<file path="src/rtl/uart_pkg.sv">
// uart_pkg: definitions shared by the receive-only and transmit-only UARTs
// in the 7.37 MHz domain.
//   t_uartrxonly_state    receiver FSM state encoding (3 bits)
//   c_uart_os_rate        oversample ticks per bit
//   c_uart_sample_lo/hi   first/last oversample index used for bit voting
//   c_uart_clk_div_115200 system clocks per oversample tick at 115200 baud
//   f_majority3           2-of-3 vote
package uart_pkg;

    typedef enum logic [2:0] {
        ST_IDLE  = 3'd0,
        ST_START = 3'd1,
        ST_DATA  = 3'd2,
        ST_STOP  = 3'd3,
        ST_BREAK = 3'd4
    } t_uartrxonly_state;

    localparam int unsigned c_uart_os_rate        = 16;
    localparam int unsigned c_uart_sample_lo      = 7;
    localparam int unsigned c_uart_sample_hi      = 9;
    localparam int unsigned c_uart_clk_div_115200 = 4;

    function automatic logic f_majority3(input logic a, input logic b, input logic c);
        return (a & b) | (a & c) | (b & c);
    endfunction

endpackage

</file>
<file path="src/rtl/uart_rx_only_ce_div.sv">
// clock_enable_divider: emits a one-clock enable every par_ce_divisor
// qualified input enables.
//   i_clk     clock
//   i_rst     synchronous active-high reset
//   i_ce_mhz  input enable; the divider only advances while it is high
//   o_ce      registered one-clock enable pulse
module clock_enable_divider #(
    parameter int unsigned par_ce_divisor = 4
) (
    input  logic i_clk,
    input  logic i_rst,
    input  logic i_ce_mhz,
    output logic o_ce
);

    localparam int unsigned c_w = (par_ce_divisor > 1) ? $clog2(par_ce_divisor) : 1;
    localparam logic [c_w-1:0] c_last = c_w'(par_ce_divisor - 1);

    logic [c_w-1:0] cnt_q, cnt_d;
    logic           ce_q, ce_d;

    always_comb begin
        cnt_d = cnt_q;
        ce_d  = 1'b0;
        if (i_ce_mhz) begin
            if (cnt_q == c_last) begin
                cnt_d = '0;
                ce_d  = 1'b1;
            end else begin
                cnt_d = cnt_q + 1'b1;
            end
        end
    end

    always_ff @(posedge i_clk) begin
        if (i_rst) begin
            cnt_q <= '0;
            ce_q  <= 1'b0;
        end else begin
            cnt_q <= cnt_d;
            ce_q  <= ce_d;
        end
    end

    assign o_ce = ce_q;

endmodule

</file>
<file path="src/rtl/uart_rx_only.sv">
// uart_rx_only: 8N1 receive-only UART with 16x oversampling, 3-sample
// majority voting, framing-error pulse and sticky overrun flag.
//   BAUD            line rate; 4*115200/BAUD must be an integer
//   i_clk_7_37mhz   clock
//   i_rst_7_37mhz   synchronous active-high reset
//   ei_uart_rx      asynchronous serial line, idles high
//   o_rx_data       received byte, stable while o_rx_valid is high
//   o_rx_valid      byte available, held until accepted
//   i_rx_ready      consumer accepts on o_rx_valid && i_rx_ready
//   o_rx_frame_err  one-clock pulse when a stop bit is sampled low
//   o_rx_overrun    sticky; a byte was dropped because the last one was unread
module uart_rx_only
    import uart_pkg::*;
#(
    parameter int unsigned BAUD = 115200
) (
    input  logic       i_clk_7_37mhz,
    input  logic       i_rst_7_37mhz,
    input  logic       ei_uart_rx,
    output logic [7:0] o_rx_data,
    output logic       o_rx_valid,
    input  logic       i_rx_ready,
    output logic       o_rx_frame_err,
    output logic       o_rx_overrun
);

    localparam int unsigned c_divisor = c_uart_clk_div_115200 * 115200 / BAUD;
    localparam logic [3:0]  c_os_lo   = 4'(c_uart_sample_lo);
    localparam logic [3:0]  c_os_mid  = 4'(c_uart_sample_lo + 1);
    localparam logic [3:0]  c_os_hi   = 4'(c_uart_sample_hi);
    localparam logic [3:0]  c_os_last = 4'(c_uart_os_rate - 1);

    logic s_ce_16x;
    logic s_rx_sync;

    logic              rx_meta_q, rx_sync_q;
    t_uartrxonly_state state_q, state_d;
    logic [3:0]        os_q, os_d;
    logic [2:0]        bit_idx_q, bit_idx_d;
    logic [1:0]        smp_q, smp_d;
    logic [7:0]        shreg_q, shreg_d;
    logic [7:0]        data_q, data_d;
    logic              valid_q, valid_d;
    logic              fe_q, fe_d;
    logic              ov_q, ov_d;
    logic              maj;
    logic              deliver;
    logic              accept;

    clock_enable_divider #(
        .par_ce_divisor(c_divisor)
    ) u_ce_div (
        .i_clk    (i_clk_7_37mhz),
        .i_rst    (i_rst_7_37mhz),
        .i_ce_mhz (1'b1),
        .o_ce     (s_ce_16x)
    );

    always_ff @(posedge i_clk_7_37mhz) begin
        if (i_rst_7_37mhz) begin
            rx_meta_q <= 1'b1;
            rx_sync_q <= 1'b1;
        end else begin
            rx_meta_q <= ei_uart_rx;
            rx_sync_q <= rx_meta_q;
        end
    end

    assign s_rx_sync = rx_sync_q;

    // Third vote is the live sample on the os=9 tick, so no third register.
    assign maj    = f_majority3(smp_q[0], smp_q[1], s_rx_sync);
    assign accept = valid_q & i_rx_ready;

    always_comb begin
        state_d   = state_q;
        os_d      = os_q;
        bit_idx_d = bit_idx_q;
        smp_d     = smp_q;
        shreg_d   = shreg_q;
        fe_d      = 1'b0;
        deliver   = 1'b0;

        if (s_ce_16x) begin
            os_d = os_q + 1'b1;
            if (os_q == c_os_lo)  smp_d[0] = s_rx_sync;
            if (os_q == c_os_mid) smp_d[1] = s_rx_sync;

            case (state_q)
                ST_IDLE: begin
                    // os is held at 0 so ST_START begins its bit at os=0.
                    os_d = '0;
                    if (!s_rx_sync) state_d = ST_START;
                end
                ST_START: begin
                    if (os_q == c_os_hi && maj) begin
                        state_d = ST_IDLE;
                        os_d    = '0;
                    end else if (os_q == c_os_last) begin
                        state_d   = ST_DATA;
                        bit_idx_d = '0;
                    end
                end
                ST_DATA: begin
                    if (os_q == c_os_hi) shreg_d = {maj, shreg_q[7:1]};
                    if (os_q == c_os_last) begin
                        if (bit_idx_q == 3'd7) state_d = ST_STOP;
                        else                   bit_idx_d = bit_idx_q + 1'b1;
                    end
                end
                ST_STOP: begin
                    if (os_q == c_os_hi) begin
                        os_d = '0;
                        if (maj) begin
                            // Leave mid stop bit so the next start edge is caught.
                            deliver = 1'b1;
                            state_d = ST_IDLE;
                        end else begin
                            fe_d    = 1'b1;
                            state_d = ST_BREAK;
                        end
                    end
                end
                ST_BREAK: begin
                    os_d = '0;
                    if (s_rx_sync) state_d = ST_IDLE;
                end
                default: begin
                    state_d = ST_IDLE;
                    os_d    = '0;
                end
            endcase
        end
    end

    always_comb begin
        data_d  = data_q;
        valid_d = valid_q;
        ov_d    = ov_q;
        if (deliver) begin
            if (!valid_q || accept) begin
                data_d  = shreg_q;
                valid_d = 1'b1;
            end else begin
                ov_d = 1'b1;
            end
        end else if (accept) begin
            valid_d = 1'b0;
        end
    end

    always_ff @(posedge i_clk_7_37mhz) begin
        if (i_rst_7_37mhz) begin
            state_q   <= ST_IDLE;
            os_q      <= '0;
            bit_idx_q <= '0;
            smp_q     <= '1;
            shreg_q   <= '0;
            data_q    <= '0;
            valid_q   <= 1'b0;
            fe_q      <= 1'b0;
            ov_q      <= 1'b0;
        end else begin
            state_q   <= state_d;
            os_q      <= os_d;
            bit_idx_q <= bit_idx_d;
            smp_q     <= smp_d;
            shreg_q   <= shreg_d;
            data_q    <= data_d;
            valid_q   <= valid_d;
            fe_q      <= fe_d;
            ov_q      <= ov_d;
        end
    end

    assign o_rx_data      = data_q;
    assign o_rx_valid     = valid_q;
    assign o_rx_frame_err = fe_q;
    assign o_rx_overrun   = ov_q;

endmodule
</file>
<file path="config.mk">
export PLATFORM = sky130hd
export DESIGN_NAME = uart_rx_only
export DESIGN_NICKNAME = d
export VERILOG_FILES = /design/src/rtl/uart_pkg.sv /design/src/rtl/uart_rx_only_ce_div.sv /design/src/rtl/uart_rx_only.sv
export SDC_FILE = /design/constraint.sdc
export NUM_CORES = 1
export LEC_CHECK = 0
export ABC_AREA = 0
export CORE_ASPECT_RATIO = 0.9
export CORE_MARGIN = 5
export CORE_UTILIZATION = 51
export CTS_CLUSTER_SIZE = 25
export DETAILED_ROUTE_END_ITERATION = 10
export PLACE_DENSITY = 0.72
export REMOVE_ABC_BUFFERS = 1
export SLEW_MARGIN = 0
export SYNTH_ARGS = -nofsm -noshare
export SYNTH_HDL_FRONTEND = slang
export SYNTH_SLANG_ARGS = --single-unit
</file>
<file path="constraint.sdc">
create_clock -name i_clk_7_37mhz -period 5.4 [get_ports i_clk_7_37mhz]
set_input_delay 1.08 -clock i_clk_7_37mhz [delete_from_list [all_inputs] [get_ports i_clk_7_37mhz]]
set_output_delay 1.08 -clock i_clk_7_37mhz [all_outputs]
set_load 0.1 [all_outputs]
</file>
---- Word-level counts from Yosys, hierarchy flattened ----
Index checks and enable logic that the tools add are counted.
storage, ports and cells
  flip-flop bits (word level) ............. 36
  latch bits .............................. 0
  RAM bits ................................ 0
  memory bits (read-only) ................. 0
  output and inout port bits .............. 11
  word-level logic and storage cells ...... 89
  memories ................................ 0
operators by class
  $add $sub $neg .......................... 3
  multipliers ............................. 0
  divide/modulo/power cells ............... 0
  order comparisons ....................... 0
  equal/unequal tests ..................... 20
  shifts and indexed selects .............. 0
  muxes and demuxes ....................... 26
  bitwise gates (word level) .............. 10
  reductions and logical operators ........ 16
operator list
  operator                                                         count
  3-bit 2-to-1 mux                                                 12
  2-bit inequality test, second input constant                     8
  3-bit one-hot mux with 5 select lines                            1
  4-bit == test, second input constant                             3
  4-bit one-hot mux with 3 select lines                            1
  2-bit AND reduction                                              5
  1-bit 2-to-1 mux                                                 9
  4-bit 2-to-1 mux                                                 2
  7-bit AND reduction                                              1
  3-bit by 2-bit == test with 1-bit output, second input constant  2
  3-bit == test, second input constant                             2
  3-bit one-hot mux with 2 select lines                            1
  6-bit AND reduction                                              1
  4-bit by 1-bit adder with 4-bit output, second input constant    1
  1-bit bitwise AND                                                4
  4-bit by 3-bit == test with 1-bit output, second input constant  1
  1-bit inverter                                                   4
  2-bit nonzero test                                               2
  4-bit OR reduction                                               1
  3-bit by 1-bit adder with 3-bit output, second input constant    1
  3-bit by 1-bit == test with 1-bit output, second input constant  1
  3-bit logical NOT                                                1
  3-bit inequality test, second input constant                     1
  3-bit AND reduction                                              1
  8 further kinds                                                  9

---- Depth between registers and ports, before layout ----
  word-level depth ........................ 9
  mapped depth ............................ 7

---- Modules after synthesis ----
Synthesis repeated with hierarchy kept, for this count alone.
unflattened totals
  cells, all modules ...................... 181
  area, all modules ....................... 1657.8 um^2
by module, submodules not included
  module                times used  cells each  area each (um^2)
  uart_rx_only          1           171         1542.7
  clock_enable_divider  1           10          115.1

---- Worst setup path before layout ----
Ideal clock, no wire load.
  path kind ............................... input port to flip-flop
  start point ............................. input port i_rst_7_37mhz
  end point ............................... register data_q[6] (netlist: o_rx_data[6])
  setup time .............................. 0.128 ns
  arrival ................................. 1.939 ns
  setup slack ............................. 3.333 ns
  cell stages on the path ................. 4
  buffers on the path ..................... 3
  path through ............................ clkbuf_1 -> clkbuf_1 -> clkbuf_1 -> nor2_1
RTL lines
  what                    line                 text
  start: declaration      uart_rx_only.sv:18   input logic i_rst_7_37mhz,
  end signal: assignment  uart_rx_only.sv:169  data_q <= data_d;
  end: declaration        uart_rx_only.sv:42   logic [7:0] data_q, data_d;
No word-level cell between the ends.

---- Worst setup path in the final report ----
  start point ............................. register ov_q (netlist: o_rx_overrun)
  end point ............................... output port o_rx_overrun
RTL lines
  what                      line                 text
  start: declaration        uart_rx_only.sv:45   logic ov_q, ov_d;
  start signal: assignment  uart_rx_only.sv:172  ov_q <= ov_d;
  end: declaration          uart_rx_only.sv:24   output logic o_rx_overrun
No word-level cell between the ends.

==> out/metrics.cfg <==
[global_route]
antenna_found_initial = 0
grt_pass1_wl_um = 5609
first_global_vias = 1254
grt_max_degree = 20
grt_usage_pct = 15.84
grt_overflow = 0

[setup_path]
crit_buf_inv = 1
cp-start-kind = register
cp-end-kind = output port
arrival_ns = 1.83
max_stage_delay_ns = 1.14
worst-path-max-fanout = 2
cp_cell_sequence = clkdlybuf4s50_1
slowest_stage = clkdlybuf4s50_1
ff2ff_setup_slack_ns = 3.43
crit_type = register to output port
crit_required_ns = 4.32
cpLargestDelayFamily = buffers and inverters

[clocking]
cts_root_buf = clkbuf_4
cts_buffers = 5
insertion_delay_ns = 0.34
cts-hold-fix-buffers = 0
clock_sinks = 36
htree_num_levels = 2
post_cts_buffers = 0
cts_tree = built
cts_resized = 0
path_clk_slew_ns = 0.12
cts_buffer_depth = 2

[job]
drv_cap = 0

[placed_design]
port_buffers = 14
place_ws_ns = 2.475
gp_congestion = 0.7451
hpwl_um = 2184
placed_cells = 214

[power]
ir_drop_uv = 170.8
power_frac_clock_pct = 39.4
p_per_area_nw_per_um2 = 252.3
leakagePower_nw = 0.7124
seqPwrFrac_pct = 57.7
power.internal_uw = 371.7
p_sw_share_pct = 20.66
power.switching_uw = 96.77
combPwrFrac_pct = 2.9

[worst_hold_path]
hp-class = register to register

[floorplanning]
core_area_um2 = 3043
die_w_um = 69.30
pin_count = 15
start_util_pct = 53.04
die_h_um = 63.37
rows = 19
design.die.area_um2 = 4392

[sta]
finalSetupViolCount = 0
setup_ws_ns = 2.486
slew_violations = 0
rsz0062_at_grt = false
finalHoldViolCount = 0
skew_ns = 0.01285
period_share_pct = 53.96
max_slew_margin_pct = 34.70
worstMarginPinSlew_ns = 0.9764
period_minus_slack_ns = 2.914
setup_tns_ns = 0
max_freq_ghz = 0.3432

[finish]
drive_above_1_share_pct = 11.11
fin_cells = 222
fin_nets = 189
synthToLayoutAreaGrowth_pct = 15.04
diodes = 0
fillers = 281
post-route-util_pct = 61.02

[synth]
synth_cell_type_count = 40
synth_edf_count = 0
yosysWarnings = 0
syn_avg_cell_area_um2 = 9.782
synth_fa_ha_area_share_pct = 5.271
netlist_area_um2 = 1614
yosysSeqAreaShare_pct = 44.65
synthFlopType = dfxtp_1
synth.ff_latch_count = 36
synthMuxAreaShare_pct = 11.94
synth_top_family_by_area = simple AND/OR/NAND/NOR gates
synth-xor-area-share_pct = 1.628
async_flop_share_pct = 0
syn_inst = 165
synth-simple-area-share_pct = 24.26
synth_compound_area_share_pct = 8.527

[drt]
viasPerCell = 5.464
drt_iter0_markers = 91
route.detailed.drc = 0
first_pass_iters = 4
ant_nets = 0
drt_wl_total_um = 3096
vias = 1213
post_drt_wl_per_cell_um = 13.95

[run_status]
outcome = finished, final reports clean

-- per-layer routing --
layer	up-vias	global-route usage (%)	share of wire [%]
met2	30	26.19	50
met1	571	19.18	43
li1	607	-	-
met5	-	0	0
met4	0	7.805	1.8
met3	5	3.816	5.5
-- synthesized netlist by cell type (2+ instances only) --
library cell | n | share of area (%)
nor3_1 | 5 | 1.6
nand3_1 | 6 | 1.9
clkbuf_1 | 7 | 1.6
and3_1 | 2 | 0.78
nand2b_1 | 5 | 1.9
o21a_1 | 2 | 0.93
nor3b_1 | 2 | 0.93
mux2i_1 | 17 | 11
a211o_1 | 2 | 1.1
a21oi_1 | 3 | 0.93
dfxtp_1 | 36 | 45
nand3b_1 | 2 | 0.93
o21ai_0 | 5 | 1.6
ha_1 | 6 | 4.7
or2_2 | 2 | 0.78
or3b_2 | 2 | 1.1
nand2_1 | 7 | 1.6
buf_4 | 2 | 0.93
inv_1 | 5 | 1.2
mux2_2 | 2 | 1.4
nor2b_1 | 5 | 1.9
a221oi_1 | 2 | 1.1
xnor2_1 | 2 | 1.1
nor2_1 | 20 | 4.7
-- kinds of logic (layout without fill, tap and decap cells) --
family                     after synthesis  in the layout
and+or+nand+nor                         67             67
xor gates and xnor gates                 3              3
adders and majority gates                7              7
DFF                                     36             36
AOI/OAI and AO/OA                       19             19
muxes                                   19             19
buffers and inverters                   14             29
-- final timing paths --
kind | from | endpoint | cells after the start
setup / recovery | o_rx_overrun | o_rx_overrun | 1
hold / removal | u_ce_div.cnt_q[0] | u_ce_div.cnt_q[0] | 1
setup reg to reg | state_q[0] | state_q[2] | 4
hold reg to reg | u_ce_div.cnt_q[0] | u_ce_div.cnt_q[0] | 1
-- metrics by stage --
step           area [um^2]  hold slack [ns]  total power [mW]
4_1_cts               1857           0.4365            0.4727
5_1_grt               1857           0.4597            0.4872
3_5_place_dp          1780           0.4180            0.2897
6_report              1857           0.4367            0.4685
2_1_floorplan         1573           0.3895            0.2820
3_3_place_gp          1780           0.3944            0.2892
-- area by class of cell --
class	count	area (um^2)	share of cell area, %
repair buffers	16	155.1	8.356
flip-flops and latches	36	720.7	38.81
inverters	5	18.77	1.011
well taps	42	52.55	2.830
clock buffers	6	41.29	2.224
multi-input cells	115	833.3	44.88
clock inverters	2	35.03	1.887
-- placed cells by master (no fill, tap or decap), drive strengths merged, types with 2 or more instances in the layout --
cell type	netlist	final
dfxtp	36	36
nor2	20	20
mux2i	17	17
clkdlybuf4s50	0	14
nand2	7	7
nand3	6	6
ha	6	6
nor3	6	6
clkbuf	7	6
inv	5	5
nor2b	5	5
nand2b	5	5
o21ai	5	5
a21oi	3	3
or3b	3	3
or2	2	2
nor3b	2	2
nand3b	2	2
o21a	2	2
xnor2	2	2
and3	2	2
a211o	2	2
mux2	2	2
a221oi	2	2
buf	2	2
nor4b	2	2
-- power groups by stage --
stage	Clock [mW]	Combinational [mW]	Sequential, mW
floorplan	0	0.00619	0.276
global route	0.202	0.0148	0.271
finish	0.185	0.0135	0.270
CTS	0.189	0.0134	0.270
detailed placement	0	0.0132	0.276
global placement	0	0.0129	0.276
-- state kept, by name, indices dropped and copies added, names as in the netlist --
| name | count |
|---|---|
| u_ce_div.o_ce | 1 |
| o_rx_data | 8 |
| state_q | 3 |
| rx_sync_q | 1 |
| o_rx_valid | 1 |
| shreg_q | 8 |
| os_q | 4 |
| bit_idx_q | 3 |
| smp_q | 2 |
| u_ce_div.cnt_q | 2 |
| rx_meta_q | 1 |
| o_rx_overrun | 1 |
| o_rx_frame_err | 1 |
No activity file was read; power rests on OpenSTA's default activity.
==> patch, RTL diff (config.mk and constraints unchanged) <==
Change the parameter `BAUD` from 115200 to 28800. Comments in the files are not updated.
--- a/src/rtl/uart_rx_only.sv
+++ b/src/rtl/uart_rx_only.sv
@@ -13,5 +13,5 @@
     import uart_pkg::*;
 #(
-    parameter int unsigned BAUD = 115200
+    parameter int unsigned BAUD = 28800
 ) (
     input  logic       i_clk_7_37mhz,
Check against the original RTL: same outputs for any inputs over 10 cycles, from zero or initial values and one cycle with i_rst_7_37mhz high; that may be too few to reach the edited logic, so the function may still have changed.
==> patch against the unedited design <==
Via count grew 5.4%; final area grew 11%; area after synthesis rose by 8.2%; wire length up 3.4%; fmax up 2.2%; setup slack improved by 0.063 ns; largest cell class unchanged; sequential cell count increased by 2; critical path type unchanged; total power rose by 26%; utilization increased by 0.75 points; combinational power down 7%; non-clock buffer count unchanged.
==> patch: results <==
export IMPL_async_flop_share_pct=0
export IMPL_min_to="rx_sync_q"
export IMPL_use_met3_pct=5.505
export IMPL_hold_path_class="flip-flop to flip-flop"
export IMPL_seq_share_pct=37.01
export IMPL_drt_initial_drc_count=69
export IMPL_nWellTaps=44
export IMPL_holdPathStages=1
export IMPL_gp_congestion=0.7195
export IMPL_grt_max_degree=45
export IMPL_cpPeakStageDelay_ns=1.14
export IMPL_clkPwrFrac_pct=49.8
export IMPL_synthDistinctLibCells=45
export IMPL_worstMarginPinSlew_ns=0.9701
export IMPL_power_per_cell_area_nw_per_um2=288.0
export IMPL_synth_common_cells="dfxtp_1 (38), nor2_1 (24), mux2i_1 (16)"
export IMPL_outcome="finished, final reports clean"
export IMPL_switching_share_pct=18.04
export IMPL_p_seq_share_pct=48.1
export IMPL_min_from="rx_meta_q"
export IMPL_ys_top_cells_by_area="dfxtp_1 (44%), mux2i_1 (9.2%), nor2_1 (5.2%)"
export IMPL_final_clk_cell_share_pct=6.939
export IMPL_dp_cells=227
export IMPL_holdWs_ns=0.4082
export IMPL_r2r_setup_slack_ns=3.44
export IMPL_crit_family="buffers and inverters"
export IMPL_leakagePower_nw=0.8220
export IMPL_irDropWorstVdd_mv=0.1850
export IMPL_use_met1_pct=18.74
export IMPL_reg2reg_to="state_q[0]"
export IMPL_critPathLaunch="o_rx_data[5]"
export IMPL_num_vias=1279
export IMPL_hpwl_mm=2.153
export IMPL_finalClockSkew_ns=0.007353
export IMPL_ys_seq_area_share_pct=43.55
export IMPL_ys_ff_latch=38
export IMPL_num_nonclk_buffers=16
export IMPL_grt_pass1_wl_mm=5.713
export IMPL_multi_input_area_um2=923.4
export IMPL_areaGrowthSynthToFinish_pct=17.69
export IMPL_arrival_ns=1.77
export IMPL_reg2reg_depth=4
export IMPL_buf_share_pct=7.547
export IMPL_multi_input_gates=124
export IMPL_place_ws_ns=2.835
export IMPL_crit_path_end="o_rx_data[5]"
export IMPL_grt_util_all_layers_pct=15.39
export IMPL_drt_total_wl_mm=3.202
export IMPL_root_buffer="clkbuf_8"
export IMPL_path_clk_slew_ns=0.08
export IMPL_cts_buffers=5
export IMPL_wire_per_inst_um=13.63
export IMPL_post_cts_setup_buffers=0
export IMPL_fill_cells=276
export IMPL_dpl_cell_area_um2=1913
export IMPL_grt_use_met2_pct=24.89
export IMPL_period_minus_slack_ns=2.851
export IMPL_clk_latency_ns=0.29
export IMPL_final_layout_size_suffix_gt1_share_pct=12.57
-- patch: cell count changes after synthesis, moves of 3 or more --
| cell | unedited run | this run |
|---|---|---|
| a21oi_1 | 3 | 8 |
| nand2_1 | 7 | 2 |
| nand3_1 | 6 | 1 |
| nor2_1 | 20 | 24 |
| mux2_4 | 0 | 3 |
| nand4b_1 | 0 | 3 |
| o221ai_1 | 0 | 3 |
-- patch: per-layer routing --
layer | wire length [um] | up-vias
li1 | - | 652
met1 | 1480 | 601
met2 | 1557 | 22
met3 | 125 | 4
met4 | 38 | 0
met5 | 0 | -
-- patch: logic make-up (layout without fill, tap and decap cells) --
logic type	Yosys count	after routing	synth area share [%]
AO/OA/AOI/OAI	28	28	11.25
XOR/XNOR	3	3	1.505
adder cells (fa/ha/maj)	7	7	4.871
buffers and inverters	15	29	3.582
flip-flops	38	38	43.55
multiplexers	19	19	11.75
AND/OR/NAND/NOR	67	67	23.50
